$ cat config.mk
export PLATFORM = sky130hd
export DESIGN_NAME = contador
export DESIGN_NICKNAME = d
export VERILOG_FILES = /design/src/rtl/contador.sv
export SDC_FILE = /design/constraint.sdc
export NUM_CORES = 1
export LEC_CHECK = 0
export CAP_MARGIN = 0
export CORE_ASPECT_RATIO = 1.1
export CORE_UTILIZATION = 45
export DETAILED_ROUTE_END_ITERATION = 10
export PLACE_DENSITY = 0.74
export SKIP_LAST_GASP = 1
export SYNTH_ARGS = -nofsm -noshare
export SYNTH_HDL_FRONTEND = slang
export SYNTH_SLANG_ARGS = --single-unit
$ cat constraint.sdc
create_clock -name clk -period 3.9 [get_ports clk]
set_clock_uncertainty 0.1 [all_clocks]
set_input_delay 1.17 -clock clk [delete_from_list [all_inputs] [get_ports clk]]
set_output_delay 1.17 -clock clk [all_outputs]
set_load 0.05 [all_outputs]
$ cat src/rtl/contador.sv
// contador: WIDTH-bit up/down wrap-around counter with a registered
// terminal-count pulse and an optional synchronous load.
//
// Build option: define CONTADOR_LOAD_EN to enable the load/load_value
// path. When it is undefined the load ports remain on the interface,
// but they are ignored, so data changes only by reset or by counting.
//
// Behaviour summary:
//   - Priority is rst > load > count (en) > hold.
//   - The count wraps modulo MAX_COUNT+1 in both directions.
//   - tc is high only for the cycle that follows a wrap edge.
//   - data and tc come straight from flops and power up at zero, so a
//     free-running instance that never sees rst still starts from 0.
module contador #(
  parameter int unsigned      WIDTH     = 26,
  parameter logic [WIDTH-1:0] MAX_COUNT = {WIDTH{1'b1}}
) (
  input  logic             clk,
  input  logic             rst,
  input  logic             en,
  input  logic             dir,
  input  logic             load,
  input  logic [WIDTH-1:0] load_value,
  output logic [WIDTH-1:0] data,
  output logic             tc
);

  localparam logic [WIDTH-1:0] ZERO = '0;
  localparam logic [WIDTH-1:0] ONE  = WIDTH'(1);

  // State registers. The declaration initialisers supply the power-up
  // value of zero; rst gives the same value at run time.
  logic [WIDTH-1:0] count_reg = '0;
  logic             tc_reg    = 1'b0;

  // Next-state values produced by the combinational block below.
  logic [WIDTH-1:0] count_next;
  logic             tc_next;

  // Gated load strobe and the value to load. Both are fixed to inactive
  // values when the load feature is not compiled in.
  logic             load_active;
  logic [WIDTH-1:0] load_target;

`ifdef CONTADOR_LOAD_EN
  // Load path enabled: clamp an out-of-range value to the top of the range.
  assign load_active = load;
  assign load_target = (load_value > MAX_COUNT) ? MAX_COUNT : load_value;
`else
  // Load path disabled: the ports stay on the interface but have no effect.
  logic unused_load_ports;
  assign unused_load_ports = ^{load, load_value};
  assign load_active       = 1'b0;
  assign load_target       = ZERO;
`endif

  // Next-state selection: load takes priority over counting, and a wrap
  // in either direction raises tc for the cycle that follows.
  always_comb begin
    count_next = count_reg;
    tc_next    = 1'b0;
    if (load_active) begin
      count_next = load_target;
    end else if (en) begin
      if (dir) begin
        // Down count.
        if (count_reg == ZERO) begin
          count_next = MAX_COUNT;
          tc_next    = 1'b1;
        end else begin
          count_next = count_reg - ONE;
        end
      end else begin
        // Up count. Using >= means a value above MAX_COUNT still wraps.
        if (count_reg >= MAX_COUNT) begin
          count_next = ZERO;
          tc_next    = 1'b1;
        end else begin
          count_next = count_reg + ONE;
        end
      end
    end
  end

  // Count and terminal-count registers, cleared asynchronously by rst.
  always_ff @(posedge clk or posedge rst) begin
    if (rst) begin
      count_reg <= '0;
      tc_reg    <= 1'b0;
    end else begin
      count_reg <= count_next;
      tc_reg    <= tc_next;
    end
  end

  // The outputs are direct copies of the flops.
  assign data = count_reg;
  assign tc   = tc_reg;

endmodule

==> key figures <==
Outcome
  – Status: finished clean

Drt
  – Via density: 6.61
  – Wire length per cell: 18.5 µm
  – DRC Markers: 0
  – Post-DRT Antenna Nets: 0
  – DR iter-0 viols: 321
  – DR pass1 iterations: 5
  – Routed WL: 7010 µm
  – Vias: 2,506

Floorplan
  – DIE AREA: 5430 µm²
  – Top-level I/O count: 58
  – Die height: 77.2 µm
  – Die X: 70.4 µm
  – Row Count: 27
  – Initial core utilization: 46.6%
  – Core area: 4970 µm²

Global routing
  – First-pass GRT wire length: 11,900 µm
  – Global route total overflow: 0
  – Total track usage: 27.1%
  – Vias in the first global route: 2,365
  – Initial antenna violation count: 0
  – Largest net degree at the start of global routing: 31

Timing
  – Final Hold Viols: 0
  – F_max: 325 MHz
  – Fin. max-slew vios: 0
  – Fin crit share: 79.0%
  – Worst Max-Slew Pin Slew: 0.891 ns
  – Final setup fails: 0
  – Period minus WS final: 3.08 ns
  – Max_slew headroom: 40.1%
  – Total negative slack: 0 ns
  – RSZ-0062 raised after global routing: no
  – Hold_ws: 0.461 ns

Power
  – Power Density: 400 nW/µm²
  – Logic pwr share: 42.6%
  – Pint: 0.557 mW
  – Psw: 0.513 mW
  – Clock power share: 15.7%
  – Flop pwr share: 41.7%
  – Maximum vdd drop: 0.000258 V
  – Leakage: 1.04 nW
  – Sw Ratio: 47.9%

Logic synthesis
  – Warnings, synthesis: 0
  – Number of flops mapped to enable cells by yosys: 0
  – Cell variety after synth: 55
  – Synthesized cell area: 2310 µm²
  – Yosys reg bits: 27
  – Top FF cell, synth: dfrtp_1
  – Asr flop ratio synth: 100%
  – Mapped Nets: 339
  – Post-synthesis cell count: 306
  – Syn_area_per_cell: 7.56 µm²
  – Sequential-to-total area share from yosys stat: 29.2%

Job
  – Max-cap check violation count: 0

Clock network
  – H-tree depth: 1
  – Clock latency on the worst-skew pair: 0.28 ns
  – CTS clk-pin slew, worst paths: 0.09 ns
  – CTS tree: built
  – Cts repair resizes: 0
  – Total CTS buffers: 3
  – Max clock buf depth: 2
  – CTS Hold Bufs: 0
  – Post-CTS Setup Inserts: 0
  – # clock sinks: 27
  – CTS Root Cell: clkbuf_8

Final layout
  – Design area: 2670 µm²
  – Nets: 355
  – Layout cells sized above 1: 6.85%
  – Area grow syn2layout: 15.5%
  – Max reg flops: 26
  – Commonest non-fill, non-tap cell in the layout: nand2_1
  – Commonest cells after routing, fill and taps aside: nand2_1, clkdlybuf4s50_1, dfrtp_1, nand3_1
  – Final Instance Count excl. Fillers: 379
  – Antenna cells: 0

Worst setup path
  – Reg2Reg Depth: 8
  – Critical Path AT: 1.81 ns
  – CP Capture Type: output port
  – Top Family by Delay on Critical Path: buffers and inverters
  – Crit-path cells: clkdlybuf4s50_1
  – Worst-path fanout max: 14
  – Worst r2r dst: data[21]$_DFFE_PP0P_
  – Worst path slowest cell: clkdlybuf4s50_1
  – WP data required: 2.63 ns
  – Reg2reg start: data[0]$_DFFE_PP0P_
  – WP buf/inv: 1
  – CP Class: reg2out
  – R2R Setup Slk: 0.85 ns
  – Max stage delay on crit path: 0.89 ns
  – Startpoint types: flip-flop

Place
  – Placed Cells: 375
  – Port Buffers: 30
  – Placed inst area: 2630 µm²
  – GP Congestion: 0.920
  – Dpl hpwl: 4910 µm

Worst hold path
  – Hold crit path type: reg2reg
  – Hold worst-path end: data[24]$_DFFE_PP0P_
  – Worst Min Path Start: data[24]$_DFFE_PP0P_
  – Hold path depth: 1
-- worst max path at each step --
| stage | from | end | slack, ns | depth (start not counted) |
|---|---|---|---|---|
| 6_report | data[4]$_DFFE_PP0P_ | data[4] | 0.82 | 1 |
| 5_1_grt | data[0]$_DFFE_PP0P_ | data[21]$_DFFE_PP0P_ | 0.71 | 8 |
| 4_1_cts | data[4]$_DFFE_PP0P_ | data[4] | 0.82 | 1 |
| 3_5_place_dp | dir | data[1]$_DFFE_PP0P_ | 0.63 | 8 |
| 3_3_place_gp | dir | data[11]$_DFFE_PP0P_ | 0.62 | 8 |
| 2_1_floorplan | dir | data[20]$_DFFE_PP0P_ | 1.22 | 6 |
-- layout make-up --
| cell class | instances | area, µm² |
|---|---|---|
| Timing Repair Buffer | 38 | 360 |
| Tap cell | 58 | 72.6 |
| Clock buffer | 4 | 45.0 |
| Multi-Input combinational cell | 242 | 1480 |
| Sequential cell | 27 | 676 |
| Fill cell | 481 | 2290 |
| Inverter | 10 | 37.5 |
-- synth_stat cells, drive strengths merged (2+ instances only) --
cell,count,area [µm²]
a31oi,6,37.5
o31ai,8,73.8
a21oi,16,80.1
o311ai,3,26.3
inv,10,37.5
nor3,20,128
o211ai,5,37.5
nand2,33,124
a32oi,2,17.5
and3,13,81.3
a22oi,4,30.0
a211oi,4,40.0
ha,2,25.0
o22ai,3,18.8
mux2i,3,30.0
or4,6,48.8
xor2,2,17.5
o221ai,2,17.5
dfrtp,27,676
nand4,3,18.8
buf,5,36.3
xnor2,5,43.8
or3,4,30.0
nand3,23,115
clkbuf,22,82.6
and2,3,18.8
and4,3,26.3
o21ai,21,105
nor2,21,78.8
a21o,2,15.0
nor4,11,75.1
-- metrics by stage --
step           setup slack [ns]  utilization [%]  power (mW)
2_1_floorplan              1.22                -       0.781
3_3_place_gp              0.618             52.9       0.894
3_5_place_dp              0.629             52.9       0.902
4_1_cts                   0.817             53.8        1.07
5_1_grt                   0.707             53.8        1.14
6_report                  0.820             53.8        1.07
-- power groups by stage --
stage / Sequential (mW) / Clock [mW] / Combinational (mW)
floorplan: 0.520 / 0 / 0.261
global placement: 0.446 / 0 / 0.447
detailed placement: 0.448 / 0 / 0.454
CTS: 0.442 / 0.174 / 0.455
global route: 0.458 / 0.183 / 0.496
finish: 0.445 / 0.168 / 0.456
-- metal layers --
layer	global-route usage (%)	routed length (µm)	share of wire [%]	up-vias
met2	44.6	3300	47	98
met5	0	0	0	-
met3	2.89	423	6.0	20
li1	-	-	-	1173
met1	36.1	3110	44	1215
met4	10.8	178	2.5	0
-- cell families after synthesis --
family,Yosys count,share of synthesized area (%)
buf+inv,37,6.76
compound gates,83,24.3
fa+ha+maj,2,1.08
simple gates,146,34.2
mux,4,1.78
flops,27,29.2
xor+xnor,7,2.65
(Power assumes the default switching activity.)
